$ cat src/rtl/operand_fetch_unit.sv
// Operand fetch stage: selects two sources from the register bank,
// tracks in-flight destinations and forwards same-cycle write-backs.
module operand_fetch_unit #(
   parameter int unsigned STALL_W   = 8,
   parameter bit          BYPASS_EN = 1'b1
) (
   input  logic               Clock,
   input  logic               reset,
   input  logic [255:0]       RegFlat,
   input  logic [4:0]         WbSel,
   input  logic [15:0]        WbData,
   input  logic               ReqValid,
   output logic               ReqReady,
   input  logic [3:0]         ReqSrcA,
   input  logic [3:0]         ReqSrcB,
   input  logic [4:0]         ReqDst,
   output logic               OpValid,
   input  logic               OpReady,
   output logic [15:0]        OpA,
   output logic [15:0]        OpB,
   output logic [4:0]         OpDst,
   output logic [15:0]        BusyMask,
   output logic [STALL_W-1:0] StallCount
);

   localparam logic [0:0] EMPTY = 1'b0;
   localparam logic [0:0] FULL  = 1'b1;

   logic [0:0]  state;
   logic [0:0]  state_nxt;
   logic [15:0] wb_hit;
   logic [15:0] dst_set;
   logic [15:0] busy_nxt;
   logic [15:0] fwd_a;
   logic [15:0] fwd_b;
   logic        haz_a;
   logic        haz_b;
   logic        haz_d;
   logic        slot_free;
   logic        accept;
   logic        drain;
   logic        stall;

   always_comb begin
      wb_hit = '0;
      if (!WbSel[4])
         wb_hit[WbSel[3:0]] = 1'b1;
   end

   // A busy source is only safe when its write-back lands this cycle
   assign haz_a = BusyMask[ReqSrcA] &&
                  !(BYPASS_EN && wb_hit[ReqSrcA]);
   assign haz_b = BusyMask[ReqSrcB] &&
                  !(BYPASS_EN && wb_hit[ReqSrcB]);
   assign haz_d = !ReqDst[4] &&
                  BusyMask[ReqDst[3:0]] &&
                  !wb_hit[ReqDst[3:0]];

   assign slot_free = (state == EMPTY) || OpReady;
   assign ReqReady  = reset && slot_free &&
                      !haz_a && !haz_b && !haz_d;
   assign accept    = ReqValid && ReqReady;
   assign drain     = !accept && (state == FULL) && OpReady;
   assign stall     = ReqValid && slot_free &&
                      (haz_a || haz_b || haz_d);

   // The bank has not updated yet, so a matching write-back wins
   assign fwd_a = wb_hit[ReqSrcA] ? WbData
                                  : RegFlat[{ReqSrcA, 4'h0} +: 16];
   assign fwd_b = wb_hit[ReqSrcB] ? WbData
                                  : RegFlat[{ReqSrcB, 4'h0} +: 16];

   always_comb begin
      dst_set = '0;
      if (accept && !ReqDst[4])
         dst_set[ReqDst[3:0]] = 1'b1;
   end

   assign busy_nxt = (BusyMask & ~wb_hit) | dst_set;

   always_comb begin
      state_nxt = state;
      unique case (1'b1)
         accept:  state_nxt = FULL;
         drain:   state_nxt = EMPTY;
         default: state_nxt = state;
      endcase
   end

   assign OpValid = (state == FULL);

   always_ff @(posedge Clock or negedge reset) begin
      if (!reset) begin
         state    <= EMPTY;
         OpA      <= '0;
         OpB      <= '0;
         OpDst    <= 5'h1F;
         BusyMask <= '0;
      end else begin
         state    <= state_nxt;
         BusyMask <= busy_nxt;
         if (accept) begin
            OpA   <= fwd_a;
            OpB   <= fwd_b;
            OpDst <= ReqDst;
         end
      end
   end

   always_ff @(posedge Clock or negedge reset) begin
      if (!reset)
         StallCount <= '0;
      else if (stall && !(&StallCount))
         StallCount <= StallCount + 1'b1;
   end

endmodule
$ cat config.mk
export PLATFORM = sky130hd
export DESIGN_NAME = operand_fetch_unit
export DESIGN_NICKNAME = d
export VERILOG_FILES = /design/src/rtl/operand_fetch_unit.sv
export SDC_FILE = /design/constraint.sdc
export NUM_CORES = 1
export LEC_CHECK = 0
export BUFFER_PORTS_ARGS = -buffer_cell sky130_fd_sc_hd__buf_2
export CORE_MARGIN = 2
export CORE_UTILIZATION = 35
export CTS_BUF_LIST = sky130_fd_sc_hd__clkbuf_4 sky130_fd_sc_hd__clkbuf_8 sky130_fd_sc_hd__clkbuf_16
export DETAILED_ROUTE_END_ITERATION = 8
export HOLD_SLACK_MARGIN = 0.05
export PLACE_DENSITY = 0.71
export SLEW_MARGIN = 30
export SYNTH_ARGS = -nofsm -noshare
export SYNTH_HDL_FRONTEND = slang
export SYNTH_SLANG_ARGS = --single-unit
$ cat constraint.sdc
create_clock -name Clock -period 7.62 [get_ports Clock]
set_input_delay 1.143 -clock Clock [delete_from_list [all_inputs] [get_ports Clock]]
set_output_delay 1.143 -clock Clock [all_outputs]
set_load 0.005 [all_outputs]
# Word level (Yosys, flattened, before mapping)

Index checks and enable logic that the tools add are counted.

Logic and storage cells: 71
Flip-flop bits (word level): 62
Output and inout bits: 63
Input port bits: 294

Add/subtract/negate cells: 1
Reduce and logical (&&, ||, !) cells: 31
Shifts and indexed selects: 2
Muxes and demuxes: 21
Magnitude comparators: 6
Bitwise operators: 4

Operator list:

| cell                                                              | count |
|---|---|
| indexed part select 256 x 9 -> 16 bit                             | 2 |
| 2-to-1 mux 16 bit                                                 | 4 |
| binary-select mux 1 bit (select 4 bit)                            | 6 |
| < comparator 4 x 5 -> 1 bit, second input constant                | 4 |
| logical AND 1 bit                                                 | 17 |
| bitwise AND 16 bit                                                | 1 |
| NOT 16 bit                                                        | 1 |
| bitwise OR 16 bit                                                 | 1 |
| zero test 1 bit                                                   | 9 |
| adder 8 x 1 -> 8 bit, second input constant                       | 1 |
| demux 1 bit (select 4 bit)                                        | 2 |
| greater-or-equal comparator 4 x 1 -> 1 bit, second input constant | 2 |
| 2-to-1 mux 1 bit                                                  | 8 |
| AND reduction 8 bit                                               | 1 |
| logical OR 1 bit                                                  | 3 |
| case mux 1 bit (2 select lines)                                   | 1 |
| nonzero test 2 bit                                                | 1 |
| NOT 1 bit                                                         | 1 |

# Longest topological paths before layout

Depth in word-level cells: 18
Depth in mapped cells: 9
Gate-level depth less buffers: 6

# Worst setup path before layout

No wires, ideal clock.

Path type: input -> output
From: input ReqSrcA[0]
To: output ReqReady
Setup slack: 3.487 ns
Stages on the path: 6
Arrival: 2.990 ns
Buffers on the path: 2
Data required time: 6.477 ns
Cell sequence: buf_4 mux4_2 mux4_2 a222oi_1 buf_2 and3_1

Longest elaborated chain between the ends: 8
Elaborated cells between the ends (all ways): 10
Those cells by class: 4 x mux; 6 x reduce/logical

RTL lines:

| item                                   | line | text |
|---|---|---|
| start, declared                        | 14   | `input logic [3:0] ReqSrcA,` |
| binary-select mux 1 bit (select 4 bit) | 52   | `!(BYPASS_EN && wb_hit[ReqSrcA]);` |
| 2-to-1 mux 1 bit (implied by the code) | 52   |  |
| zero test 1 bit                        | 52   |  |
| logical AND 1 bit (*)                  | 51   | `assign haz_a = BusyMask[ReqSrcA] &&` |
| zero test 1 bit (*)                    | 61   | `!haz_a && !haz_b && !haz_d;` |
| logical AND 1 bit (*)                  | 60   | `assign ReqReady = reset && slot_free &&` |
| logical AND 1 bit (*) (2 in a row)     | 61   |  |
| end, declared                          | 13   | `output logic ReqReady,` |

Mark *: on every way between the ends. The rest lies on a longest branch, timed or not. The select of a mux whose other input is x is not followed.

# Final worst setup path

Ends and elaborated chain as after synthesis.

==> run summary <==
Synth async-reset ratio - 100%
Core ar. - 20,300 µm²
Vias in the first global route - 6,675
Met3 routed WL - 2920 µm
Wirelength per Cell - 26.1 µm
Post-DRT Antenna Nets - 0
Leading cell type in the layout, fill and taps excluded - buf_2
Fillers - 1,858
Placed wire-length estimate - 22,600 µm
Max FO, Critical Path - 38
Slowest CP cell - mux4_2
CP bufs+invs - 3
Top_reg_cell synth - dfrtp_1
Number of distinct library cells after synthesis - 37
Worst hold path type - reg -> reg
First-pass GRT wire length - 42,100 µm
DRC - 0
CTS Buffer Depth - 2
CTS sink cnt - 62
Final Net Count - 1,094
Mapped Area - 7240 µm²
FF-to-FF Start - BusyMask[3]$_DFF_PN0_
Placed Instance Area - 9170 µm²
Yosys top cell by area - mux4_2
Cell area power density - 182 nW/µm²
Final Instance Count excl. Fillers - 1,084
DR vias - 6,610
Area contributors post-synth - mux4_2, dfrtp_1, mux2_2
CP top delay family - multiplexers
Total wire length - 28,300 µm
PortBufs - 356
# setup viols final - 0
CP peak stage delay - 0.61 ns
Max Freq - 206 MHz
Clock Latency Late Sink - 0.33 ns
Leakage - 4.02 nW
Share of the synthesized area in the top cell type - 53.8%
CP endpoint kind - output pin
Fin area - 9520 µm²
WL met2 - 13,500 µm
Largest net degree at the start of global routing - 67
Synth warnings - 0
Area growth syn-to-layout - 31.5%
Final worst path period share - 63.8%
Kind of critical path - in -> out
Root Driver - clkbuf_16
Commonest non-fill, non-tap cells in the layout - buf_2, mux4_2, mux2_2
Final hold vios - 0
Die Wd - 148 µm
Reg area - 1560 µm²
Placed insts - 1,056
Crit. Startpoint - ReqSrcA[0]
Cts bufs inserted - 9
Top sig layer - met5
Avg Vias per Cell - 6.10
Total GRT Usage - 25.8%
Initial Util - 35.7%
Fin Setup TNS - 0 ns
Synth Area per Inst - 15.1 µm²
Relative slew margins - 36.8%
Skew final - 0.00682 ns
Fraction of layout cells with a size suffix above 1 - 78.5%
Pre-antenna DRT Iters - 5
DR iter-0 viols - 684
Register area share after synthesis - 21.5%
Post-cts resize count - 0
Syn Nets - 776
Post-CTS Setup Inserts - 0
Clk slew on worst S/H paths - 0.06 ns
Die Y - 148 µm
CTS tree - yes
Worst path cell trace - buf_4, mux4_2, mux4_2, a222oi_1, buf_4, and3_1, buf_2
Fin crit period - 4.86 ns
Max-slew violation count - 0
Wl on met1 - 11,300 µm
Max-cap viol count - 0
Hold_ws - 0.490 ns
VDD IR-drop max - 0.0853 mV
Die ar. - 21,900 µm²
WP data arrival - 3.72 ns
Number of synthesized register bits - 62
CTS Hold Bufs - 0
Number of synthesized flops with an enable pin - 0
Remaining global-route overflow - 0
RSZ-0062 raised after global routing - false
Top Ports - 357
Hold Crit Start - StallCount[5]$_DFFE_PN0P_
Footprint of the multi-input gates - 5430 µm²
Worst-margin pin slew - 0.948 ns
Synth Instances - 481
Row cnt - 52
Htree depth - 3
Worst Setup Start Kind - input pin
Status - finished, final reports clean
CP required - 6.48 ns
Initial antenna violation count - 11
Final GP Congestion - 0.961
layout make-up:
| cell class | instances | area share [%] |
|---|---|---|
| antenna | 10 | 0.263 |
| clock buffer | 12 | 2.67 |
| clock inverter | 4 | 0.578 |
| inverter | 1 | 0.0394 |
| multi-input combinational | 360 | 57.0 |
| sequential | 62 | 16.4 |
| tap | 270 | 3.55 |
| timing repair buffer | 365 | 19.6 |
through the flow:
step	utilization (%)	setup WS, ns	power (W)
final	46.9	2.76	0.00174
after global routing	46.9	2.59	0.00183
after CTS	46.7	2.51	0.00175
after detailed placement	45.2	2.54	0.00131
after global placement	45.2	2.54	0.00129
after floorplan	-	3.49	0.000961
final timing paths:
check | end | slack [ns] | cells after the start
min in group asynchronous | StallCount[5]$_DFFE_PN0P_ | 1.00 | 2
max in group asynchronous | OpA[11]$_DFFE_PN0P_ | 6.06 | 2
max reg2reg | BusyMask[12]$_DFF_PN0_ | 4.37 | 6
min | StallCount[5]$_DFFE_PN0P_ | 0.49 | 1
min reg2reg | StallCount[5]$_DFFE_PN0P_ | 0.49 | 1
max | ReqReady | 2.76 | 7
worst register-to-register path, cell delays in order, from the launching register on:
cell and delay, ns:
dfrtp_1 0.46, mux4_2 0.51, mux4_2 0.48, a222oi_1 0.39, buf_4 0.25, nand4_2 0.55
o31ai_1 0.49
power breakdown:
part	switching, W	leakage [nW]	total [W]	internal, W
logic	0.000325	3.11	0.000762	0.000437
clock network	0.000154	0.150	0.000426	0.000271
registers	0.0000880	0.754	0.000548	0.000460
total	0.000568	4.02	0.00174	0.00117
flip-flops by register name, summed over array words and instances, names as in the netlist:
name        cells
OpA            16
StallCount      8
OpDst           5
OpB            16
BusyMask       16
OpValid         1
per-layer routing:
layer,up-vias,GRT usage [%]
li1,2741,-
met1,3389,36.1
met2,428,40.3
met3,48,6.48
met4,4,6.90
met5,-,0
cells in the mapped netlist, types with 2 or more instances:
| library cell | count |
|---|---|
| nor3_1 | 2 |
| nand3_1 | 14 |
| buf_1 | 12 |
| o31ai_1 | 8 |
| dfstp_2 | 5 |
| clkbuf_1 | 29 |
| buf_4 | 4 |
| nor2b_1 | 3 |
| nand4_1 | 4 |
| o21ai_0 | 24 |
| nor4_1 | 2 |
| mux2_2 | 66 |
| nand2_1 | 13 |
| mux2i_1 | 3 |
| mux4_2 | 173 |
| mux2_4 | 4 |
| xor2_1 | 9 |
| dfrtp_1 | 57 |
| buf_2 | 12 |
| nor2_1 | 8 |
| xnor2_1 | 10 |
| nand2b_1 | 3 |
| or3_1 | 2 |
cells by family after synthesis:
| family | count (synthesis) | share of synthesized area [%] |
|---|---|---|
| adders and majority gates | 1 | 0.173 |
| DFF | 62 | 21.5 |
| buffers and inverters | 59 | 3.58 |
| muxes | 246 | 65.3 |
| and+or+nand+nor | 58 | 4.20 |
| xor gates and xnor gates | 19 | 2.30 |
| AOI/OAI and AO/OA | 36 | 2.97 |
No activity file was read; power rests on OpenSTA's default activity.
